**config.mk**
```make
export PLATFORM = sky130hd
export DESIGN_NAME = ad9361_mcs_sequencer_flat
export DESIGN_NICKNAME = d
export VERILOG_FILES = /design/src/rtl/ad9361_seq_pkg.sv /design/src/rtl/ad9361_mcs_sequencer_if.sv /design/src/rtl/ad9361_mcs_sequencer_ref_edge_sync.sv /design/src/rtl/ad9361_mcs_sequencer.sv /design/src/flat_wrapper.sv
export SDC_FILE = /design/constraint.sdc
export NUM_CORES = 1
export LEC_CHECK = 0
export BUFFER_PORTS_ARGS = -buffer_cell sky130_fd_sc_hd__buf_2
export CORE_ASPECT_RATIO = 0.9
export CORE_UTILIZATION = 60
export DETAILED_ROUTE_END_ITERATION = 10
export PLACE_DENSITY = 0.79
export SLEW_MARGIN = 20
export SYNTH_ARGS = -nofsm -noshare
export SYNTH_HDL_FRONTEND = slang
export SYNTH_SLANG_ARGS = --single-unit
```
**constraint.sdc**
```tcl
create_clock -name clk -period 8.06 [get_ports clk]
set_clock_uncertainty 0.15 [all_clocks]
set_input_delay 1.209 -clock clk [delete_from_list [all_inputs] [get_ports clk]]
set_output_delay 1.209 -clock clk [all_outputs]
set_load 0.01 [all_outputs]
```
**src/rtl/ad9361_seq_pkg.sv**
```systemverilog
// Shared types and default timing for the AD9361 reset / multi-chip-sync sequencer.
// The state encoding is visible to software through the debug state port.
package ad9361_seq_pkg;

  typedef enum logic [2:0] {
    ST_IDLE       = 3'd0,
    ST_RST_HOLD   = 3'd1,
    ST_PWR_WAIT   = 3'd2,
    ST_READY      = 3'd3,
    ST_SYNC_ALIGN = 3'd4,
    ST_SYNC_PULSE = 3'd5,
    ST_SYNC_GAP   = 3'd6,
    ST_FAULT      = 3'd7
  } state_e;

  localparam int DEF_RESET_HOLD_CYCLES  = 1000;
  localparam int DEF_POWERUP_CYCLES     = 65536;
  localparam int DEF_SYNC_PULSE_CYCLES  = 4;
  localparam int DEF_SYNC_GAP_CYCLES    = 64;
  localparam int DEF_REF_TIMEOUT_CYCLES = 4096;
  localparam int DEF_CNT_W              = 24;

  function automatic logic is_busy_state(state_e s);
    return s inside {ST_RST_HOLD, ST_PWR_WAIT, ST_SYNC_ALIGN, ST_SYNC_PULSE, ST_SYNC_GAP};
  endfunction

endpackage

```
**src/rtl/ad9361_mcs_sequencer_if.sv**
```systemverilog
// Software GPIO side and transceiver control pins of the sequencer, bundled as one interface.
// slave is the sequencer's view; master is the software / board view.
interface ad9361_mcs_sequencer_if;

  logic       start;
  logic       sync_req;
  logic [3:0] sync_count;
  logic       ref_clk_in;
  logic       resetb_0;
  logic       resetb_1;
  logic       mcs_sync;
  logic       busy;
  logic       ready;
  logic       error;
  logic [2:0] state;

  modport slave (
    input  start, sync_req, sync_count, ref_clk_in,
    output resetb_0, resetb_1, mcs_sync, busy, ready, error, state
  );

  modport master (
    output start, sync_req, sync_count, ref_clk_in,
    input  resetb_0, resetb_1, mcs_sync, busy, ready, error, state
  );

endinterface

```
**src/rtl/ad9361_mcs_sequencer_ref_edge_sync.sv**
```systemverilog
// Three-flop synchroniser for the asynchronous reference clock with a registered
// one-cycle pulse on each detected rising edge (stage2 high, stage3 low).
module ref_edge_sync (
  input  logic clk,
  input  logic rst,
  input  logic ref_clk_i,
  output logic edge_o
);

  logic [2:0] sync_q;
  logic       edge_q;

  // NOTE: non-blocking assignments so each stage samples its neighbour's pre-edge value.
  always_ff @(posedge clk) begin
    if (rst) begin
      sync_q <= '0;
      edge_q <= 1'b0;
    end else begin
      sync_q <= {sync_q[1:0], ref_clk_i};
      edge_q <= sync_q[1] & ~sync_q[2];
    end
  end

  assign edge_o = edge_q;

endmodule

```
**src/rtl/ad9361_mcs_sequencer.sv**
```systemverilog
// Drives both AD9361 resetb lines, waits for power-up, then issues the programmed
// number of MCS pulses, each aligned to a rising edge of the shared reference clock.
module ad9361_mcs_sequencer
  import ad9361_seq_pkg::*;
#(
  parameter int RESET_HOLD_CYCLES  = DEF_RESET_HOLD_CYCLES,
  parameter int POWERUP_CYCLES     = DEF_POWERUP_CYCLES,
  parameter int SYNC_PULSE_CYCLES  = DEF_SYNC_PULSE_CYCLES,
  parameter int SYNC_GAP_CYCLES    = DEF_SYNC_GAP_CYCLES,
  parameter int REF_TIMEOUT_CYCLES = DEF_REF_TIMEOUT_CYCLES,
  parameter int CNT_W              = DEF_CNT_W
) (
  input logic                   clk,
  input logic                   rst,
  ad9361_mcs_sequencer_if.slave bus
);

  localparam logic [CNT_W-1:0] RH_LOAD  = CNT_W'(RESET_HOLD_CYCLES - 1);
  localparam logic [CNT_W-1:0] PW_LOAD  = CNT_W'(POWERUP_CYCLES - 1);
  localparam logic [CNT_W-1:0] SP_LOAD  = CNT_W'(SYNC_PULSE_CYCLES - 1);
  localparam logic [CNT_W-1:0] SG_LOAD  = CNT_W'(SYNC_GAP_CYCLES - 1);
  localparam logic [CNT_W-1:0] TO_LOAD  = CNT_W'(REF_TIMEOUT_CYCLES - 1);
  localparam logic [CNT_W-1:0] CNT_ONE  = CNT_W'(1);

  state_e           state_q, state_d;
  logic [CNT_W-1:0] cnt_q, cnt_d;
  logic [3:0]       remain_q, remain_d;
  logic             resetb_q, resetb_d;
  logic             mcs_sync_q, mcs_sync_d;
  logic             busy_q, busy_d;
  logic             ready_q, ready_d;
  logic             error_q, error_d;
  logic             ref_edge;
  logic             cnt_done;

  ref_edge_sync u_ref_edge_sync (
    .clk       (clk),
    .rst       (rst),
    .ref_clk_i (bus.ref_clk_in),
    .edge_o    (ref_edge)
  );

  assign cnt_done = (cnt_q == '0);

  // NOTE: every signal gets its default before the case so no path infers a latch.
  always_comb begin
    state_d  = state_q;
    cnt_d    = cnt_done ? cnt_q : cnt_q - CNT_ONE;
    remain_d = remain_q;

    case (state_q)
      ST_IDLE, ST_FAULT: begin
        if (bus.start) begin
          remain_d = bus.sync_count;
          state_d  = ST_RST_HOLD;
          cnt_d    = RH_LOAD;
        end
      end
      ST_RST_HOLD: begin
        if (cnt_done) begin
          state_d = ST_PWR_WAIT;
          cnt_d   = PW_LOAD;
        end
      end
      ST_PWR_WAIT: begin
        if (cnt_done) begin
          if (remain_q == 4'd0) begin
            state_d = ST_READY;
          end else begin
            state_d = ST_SYNC_ALIGN;
            cnt_d   = TO_LOAD;
          end
        end
      end
      ST_READY: begin
        if (bus.start) begin
          remain_d = bus.sync_count;
          state_d  = ST_RST_HOLD;
          cnt_d    = RH_LOAD;
        end else if (bus.sync_req) begin
          remain_d = bus.sync_count;
          if (bus.sync_count != 4'd0) begin
            state_d = ST_SYNC_ALIGN;
            cnt_d   = TO_LOAD;
          end
        end
      end
      ST_SYNC_ALIGN: begin
        // An edge arriving in the expiry cycle still counts as aligned.
        if (ref_edge) begin
          state_d = ST_SYNC_PULSE;
          cnt_d   = SP_LOAD;
        end else if (cnt_done) begin
          state_d = ST_FAULT;
        end
      end
      ST_SYNC_PULSE: begin
        if (cnt_done) begin
          remain_d = (remain_q != 4'd0) ? remain_q - 4'd1 : 4'd0;
          if (remain_q <= 4'd1) begin
            state_d = ST_READY;
          end else begin
            state_d = ST_SYNC_GAP;
            cnt_d   = SG_LOAD;
          end
        end
      end
      ST_SYNC_GAP: begin
        if (cnt_done) begin
          state_d = ST_SYNC_ALIGN;
          cnt_d   = TO_LOAD;
        end
      end
      default: state_d = ST_IDLE;
    endcase

    // Outputs are decoded from the next state so they register alongside it.
    resetb_d   = !(state_d inside {ST_IDLE, ST_RST_HOLD});
    mcs_sync_d = (state_d == ST_SYNC_PULSE);
    busy_d     = is_busy_state(state_d);
    ready_d    = (state_d == ST_READY);
    error_d    = (state_d == ST_FAULT);
  end

  always_ff @(posedge clk) begin
    if (rst) begin
      state_q    <= ST_IDLE;
      cnt_q      <= '0;
      remain_q   <= 4'd0;
      resetb_q   <= 1'b0;
      mcs_sync_q <= 1'b0;
      busy_q     <= 1'b0;
      ready_q    <= 1'b0;
      error_q    <= 1'b0;
    end else begin
      state_q    <= state_d;
      cnt_q      <= cnt_d;
      remain_q   <= remain_d;
      resetb_q   <= resetb_d;
      mcs_sync_q <= mcs_sync_d;
      busy_q     <= busy_d;
      ready_q    <= ready_d;
      error_q    <= error_d;
    end
  end

  assign bus.resetb_0 = resetb_q;
  assign bus.resetb_1 = resetb_q;
  assign bus.mcs_sync = mcs_sync_q;
  assign bus.busy     = busy_q;
  assign bus.ready    = ready_q;
  assign bus.error    = error_q;
  assign bus.state    = state_q;

endmodule

```
**src/flat_wrapper.sv**
```systemverilog
// flat-port wrapper written by rule: the top's interface ports become plain ports
module ad9361_mcs_sequencer_flat import ad9361_seq_pkg::*;
#(
  parameter int RESET_HOLD_CYCLES  = DEF_RESET_HOLD_CYCLES,
  parameter int POWERUP_CYCLES     = DEF_POWERUP_CYCLES,
  parameter int SYNC_PULSE_CYCLES  = DEF_SYNC_PULSE_CYCLES,
  parameter int SYNC_GAP_CYCLES    = DEF_SYNC_GAP_CYCLES,
  parameter int REF_TIMEOUT_CYCLES = DEF_REF_TIMEOUT_CYCLES,
  parameter int CNT_W              = DEF_CNT_W
)
  (clk, rst, bus_start, bus_sync_req, bus_sync_count, bus_ref_clk_in, bus_resetb_0, bus_resetb_1, bus_mcs_sync, bus_busy, bus_ready, bus_error, bus_state);
  ad9361_mcs_sequencer_if bus_i ();
  input logic clk;
  input logic rst;
  input wire logic [$bits(bus_i.start)-1:0] bus_start;
  input wire logic [$bits(bus_i.sync_req)-1:0] bus_sync_req;
  input wire logic [$bits(bus_i.sync_count)-1:0] bus_sync_count;
  input wire logic [$bits(bus_i.ref_clk_in)-1:0] bus_ref_clk_in;
  output wire logic [$bits(bus_i.resetb_0)-1:0] bus_resetb_0;
  output wire logic [$bits(bus_i.resetb_1)-1:0] bus_resetb_1;
  output wire logic [$bits(bus_i.mcs_sync)-1:0] bus_mcs_sync;
  output wire logic [$bits(bus_i.busy)-1:0] bus_busy;
  output wire logic [$bits(bus_i.ready)-1:0] bus_ready;
  output wire logic [$bits(bus_i.error)-1:0] bus_error;
  output wire logic [$bits(bus_i.state)-1:0] bus_state;
  assign bus_i.start = bus_start;
  assign bus_i.sync_req = bus_sync_req;
  assign bus_i.sync_count = bus_sync_count;
  assign bus_i.ref_clk_in = bus_ref_clk_in;
  assign bus_resetb_0 = bus_i.resetb_0;
  assign bus_resetb_1 = bus_i.resetb_1;
  assign bus_mcs_sync = bus_i.mcs_sync;
  assign bus_busy = bus_i.busy;
  assign bus_ready = bus_i.ready;
  assign bus_error = bus_i.error;
  assign bus_state = bus_i.state;
  ad9361_mcs_sequencer #(.RESET_HOLD_CYCLES(RESET_HOLD_CYCLES), .POWERUP_CYCLES(POWERUP_CYCLES), .SYNC_PULSE_CYCLES(SYNC_PULSE_CYCLES), .SYNC_GAP_CYCLES(SYNC_GAP_CYCLES), .REF_TIMEOUT_CYCLES(REF_TIMEOUT_CYCLES), .CNT_W(CNT_W)) u_core (.clk(clk), .rst(rst), .bus(bus_i));
endmodule
```
Word level (Yosys, flattened, before mapping)
Cells that the tools add are included.
W data, S select, Z words.

word-level totals
  register bits after elaboration = 40
  input port bits = 9
  output and inout bits = 9

operators by class
  add/sub/neg operators = 2
  $lt $le $gt $ge = 1
  equality and inequality tests = 17
  multiplexer cells = 32
  bitwise operators = 2
  reduce and logical (&&, ||, !) cells = 12

operators with widths
  operator                 count
  $mux W24                 12
  $pmux W24 S7             1
  $mux W3                  12
  $eq A3 B3 Y1 const B     8
  $logic_not A24 Y1        1
  $sub A24 B1 Y24 const B  1
  $pmux W3 S7              1
  $mux W4                  5
  $eq A3 B2 Y1 const B     4
  $pmux W4 S3              1
  $reduce_bool A4 Y1       2
  $eq A3 B1 Y1 const B     2
  $logic_not A3 Y1         2
  $reduce_bool A5 Y1       1
  $le A4 B1 Y1 const B     1
  $logic_not A4 Y1         1
  $reduce_and A4 Y1        1
  $sub A4 B1 Y4 const B    1
  $ne A3 B3 Y1 const B     1
  $reduce_bool A3 Y1       1
  $ne A2 B1 Y1 const B     1
  $ne A2 B2 Y1 const B     1
  $reduce_bool A2 Y1       1
  $reduce_or A2 Y1         1
  other kinds (3)          3

Longest topological paths before layout
  depth in word-level cells = 8
  mapped depth = 13

Cells and area by module
A second synthesis with hierarchy kept.

unflattened totals
  cells, all modules = 343
  area, all modules = 2681.3 um^2

by module, submodules not included
  module                times used  cells each  area an instance (um^2)  seq. area each (um^2)
  ad9361_mcs_sequencer  1           335         2570.0                   720.7
  ref_edge_sync         1           8           111.4                    80.1

Worst setup path after synthesis
OpenSTA, ideal clock, no wires.

  kind = input to register
  start point = input port bus_sync_count[1]
  end point = register u_core.cnt_q[6]
  arrival time = 2.520 ns
  slack = 5.255 ns
  cell stages on the path = 5
  cells stage by stage = or4_1 -> a211oi_1 -> o21ai_0 -> o21ai_0 -> o21ai_0

on the way
  cells in the longest elaborated chain, start to end = 5

RTL lines
  element               line                         source
  start, declared       flat_wrapper.sv:17           input wire logic [$bits(bus_i.sync_count)-1:0] bus_sync_count;
  $reduce_bool A4 Y1    ad9361_mcs_sequencer.sv:82   if (bus.sync_count != 4'd0) begin
  $mux W24              ad9361_mcs_sequencer.sv:82
  $mux W24              ad9361_mcs_sequencer.sv:80   end else if (bus.sync_req) begin
  $mux W24              ad9361_mcs_sequencer.sv:76   if (bus.start) begin
  $pmux W24 S7          ad9361_mcs_sequencer.sv:51   case (state_q)
  end signal, assigned  ad9361_mcs_sequencer.sv:137  cnt_q <= cnt_d;
  end, declared         ad9361_mcs_sequencer.sv:26   logic [CNT_W-1:0] cnt_q, cnt_d;

Every way passes these cells.
A chain may end at the register's enable or synchronous reset.

Final worst setup path
  start point = register u_core.cnt_q[0]
  end point = register u_core.cnt_q[0]

on the way
  cells in the longest elaborated chain, start to end = 6
  elaborated cells between the ends (all ways) = 15
  those cells by class = 1 x add/sub; 13 x mux; 1 x reduce/logical

RTL lines
  element                                               line                                                    source
  $sub A24 B1 Y24 or $logic_not A24 Y1 (tied branches)  ad9361_mcs_sequencer.sv:48, ad9361_mcs_sequencer.sv:43
  $mux W24                                              ad9361_mcs_sequencer.sv:48                              cnt_d = cnt_done ? cnt_q : cnt_q - CNT_ONE;
  $mux W24                                              ad9361_mcs_sequencer.sv:82
  $mux W24                                              ad9361_mcs_sequencer.sv:80
  $mux W24                                              ad9361_mcs_sequencer.sv:76
  $pmux W24 S7 (*)                                      ad9361_mcs_sequencer.sv:51

Every way passes the cells marked *; elsewhere a longest branch is shown, timed or not.

==> run metrics <==
Main synth FF type dfxtp_1; ant diodes 0; Clk network pwr share 0.306; most frequent cells in the layout dfxtp_1, nor2_1, a21oi_1; Starting Density 0.624; asr flop ratio synth 0; share of post-route cells with drive strength above 1 0.168; crit path kind register to register; Slew @ Worst Pin 0.715 ns; post-route DRC violation count 4; clk buf depth 2; Area Overhead vs Synth 7.28%; 1st-iter DRT viols 225; Antenna Nets Post-Route 0; CTS Hold Buffers Added 0; drt first pass iters 8; Detail Placement HPWL 4380 um; gp weighted congestion 0.903; WL/cell 15.9 um; Post-synth EDFFs 0; nets@finish 332; clk slew on worst S/H paths 0.08 ns; register share of total power 0.444; synth warn 0; CTS resizes 0; total gr overflow 0; Pins Over Slew Limit 0; required time of the critical path 8.13 ns; fillers 366; Fmax 293 MHz; FF+latch count, synth 40; worst-path maximum fanout 22; vias in the first global route 2152; type of the tightest min-delay check register to register; arrival time worst endpoint 3.48 ns; Yosys cell types 61; Skew-Pair Late Insertion Delay 0.30 ns; unrepaired setup endpoints after global routing no; LEAKAGE 0.985 nW; via count 2320; vias per cell 6.27; total power draw 534 uW; I/O Buffers 17; Comb power frac 0.250; most common cell after layout, fill and taps aside dfxtp_1; Switching Share 0.328; Detailed Route WL 5870 um; final hold vios 0; Slew Limit Headroom 0.522; failing checks design-rule violations; # setup viols final 0; CTS tree built; run status finished with violations; IO Pins 18; final worst path period need 3.41 ns; Switch Pwr 175 uW; GR Util All Layers 0.281; clock sinks 40; Mapped Avg Cell Area 8.21 um2; syn nets 321; clock root buffer clkbuf_8; Die Span X 70.6 um; Seq/Total Area, Yosys 0.315; Worst Setup End Kind register; initial antenna violation count 0; H-Tree Depth 2; worst vdd ir 0.000123 V; final core occ 0.670; mapped cell area 2540 um2; Pint 358 uW; post-CTS setup buffer count 0; first-pass GRT wire length 10000 um; die height 63.8 um; CTS buffer count 5; part of the cycle the worst path needs 0.423; pwr/cell area 196 nW/um2; CP Launch Type register; largest net degree at the start of global routing 25; full die area 4500 um2; core area 4070 um2; setup TNS 0 ns; Rows 22; max-capacitance violation count 0; Cells after Synth 310
Yosys cell counts, types with 4 or more instances:
| cell type | number | area share |
|---|---|---|
| nor2_1 | 34 | 0.050 |
| o21ai_1 | 4 | 0.0079 |
| or3_1 | 8 | 0.020 |
| clkbuf_1 | 6 | 0.0089 |
| a21oi_1 | 27 | 0.053 |
| nor2b_1 | 9 | 0.022 |
| a211oi_1 | 6 | 0.018 |
| nor3_1 | 18 | 0.035 |
| xnor2_1 | 13 | 0.045 |
| inv_1 | 10 | 0.015 |
| nand3_1 | 6 | 0.012 |
| nand2b_1 | 6 | 0.015 |
| nor4_1 | 7 | 0.017 |
| o21ai_0 | 15 | 0.030 |
| nand2_1 | 23 | 0.034 |
| dfxtp_1 | 40 | 0.31 |
| xor2_1 | 5 | 0.017 |
path summary, 6_finish.rpt:
path	startpoint	endpoint	slack [ns]	cells after the start
max reg2reg	u_core.cnt_q[0]	u_core.cnt_q[0]	4.65	11
min reg2reg	u_core.u_ref_edge_sync.sync_q[2]	u_core.u_ref_edge_sync.edge_o	0.24	1
max	u_core.cnt_q[0]	u_core.cnt_q[0]	4.65	11
min	u_core.u_ref_edge_sync.sync_q[2]	u_core.u_ref_edge_sync.edge_o	0.24	1
cell families after synthesis:
family	after synthesis	share of synthesized area
xor+xnor	18	0.0620
fa+ha+maj	2	0.00984
mux	1	0.00394
flops	40	0.315
buf+inv	24	0.0443
compound gates	80	0.208
simple gates	145	0.357
layout make-up:
| cell class | count | area, um2 | share of cell area |
|---|---|---|---|
| Clock inverter | 3 | 42.5 | 0.0156 |
| Clock buffer | 5 | 68.8 | 0.0252 |
| Multi-Input combinational cell | 246 | 1630 | 0.597 |
| Inverter | 11 | 41.3 | 0.0151 |
| Timing Repair Buffer | 17 | 85.1 | 0.0312 |
| Sequential cell | 40 | 801 | 0.293 |
| Tap cell | 48 | 60.1 | 0.0220 |
metrics by stage:
| stage | worst slack (ns) | area, um2 | std cells | hold slack, ns |
|---|---|---|---|---|
| 2_1_floorplan | 5.25 | 2540 | 310 | 0.217 |
| 3_3_place_gp | 4.87 | 2620 | 362 | 0.221 |
| 3_5_place_dp | 4.72 | 2620 | 362 | 0.239 |
| 4_1_cts | 4.69 | 2730 | 370 | 0.250 |
| 5_1_grt | 4.39 | 2730 | 370 | 0.255 |
| 6_report | 4.65 | 2730 | 370 | 0.242 |
critical path, stage by stage, from the launching register on:
cell and delay [ns]:
dfxtp_1 0.37, inv_1 0.07, ha_1 0.28, nor4b_4 0.36, nand3_4 0.17, nor2_4 0.51
inv_2 0.27, ha_1 0.40, nor2_1 0.07, a211oi_1 0.25, o221ai_1 0.17, a221oi_2 0.24
flip-flops by register name, summed over array words and instances (netlist names):
| register | flops |
|---|---|
| u_core.bus.mcs_sync | 1 |
| u_core.u_ref_edge_sync.edge_o | 1 |
| u_core.bus.ready | 1 |
| u_core.bus.resetb_0 | 1 |
| u_core.remain_q | 4 |
| u_core.cnt_q | 24 |
| u_core.bus.error | 1 |
| u_core.bus.state | 3 |
| u_core.u_ref_edge_sync.sync_q | 3 |
| u_core.bus.busy | 1 |
power by group through the flow:
stage,clock network [mW],logic (mW),registers [mW]
CTS,0.165,0.132,0.237
global route,0.176,0.147,0.240
floorplan,0,0.110,0.234
finish,0.163,0.133,0.237
detailed placement,0,0.131,0.241
global placement,0,0.128,0.240
layer usage:
layer,track usage,vias to the layer above,share of wire
met4,0.0900,0,0.025
met1,0.394,1063,0.47
met3,0.0678,17,0.072
met5,0,-,0
met2,0.427,90,0.43
li1,-,1150,-
Note: power is estimated with default switching activity, not from simulation.
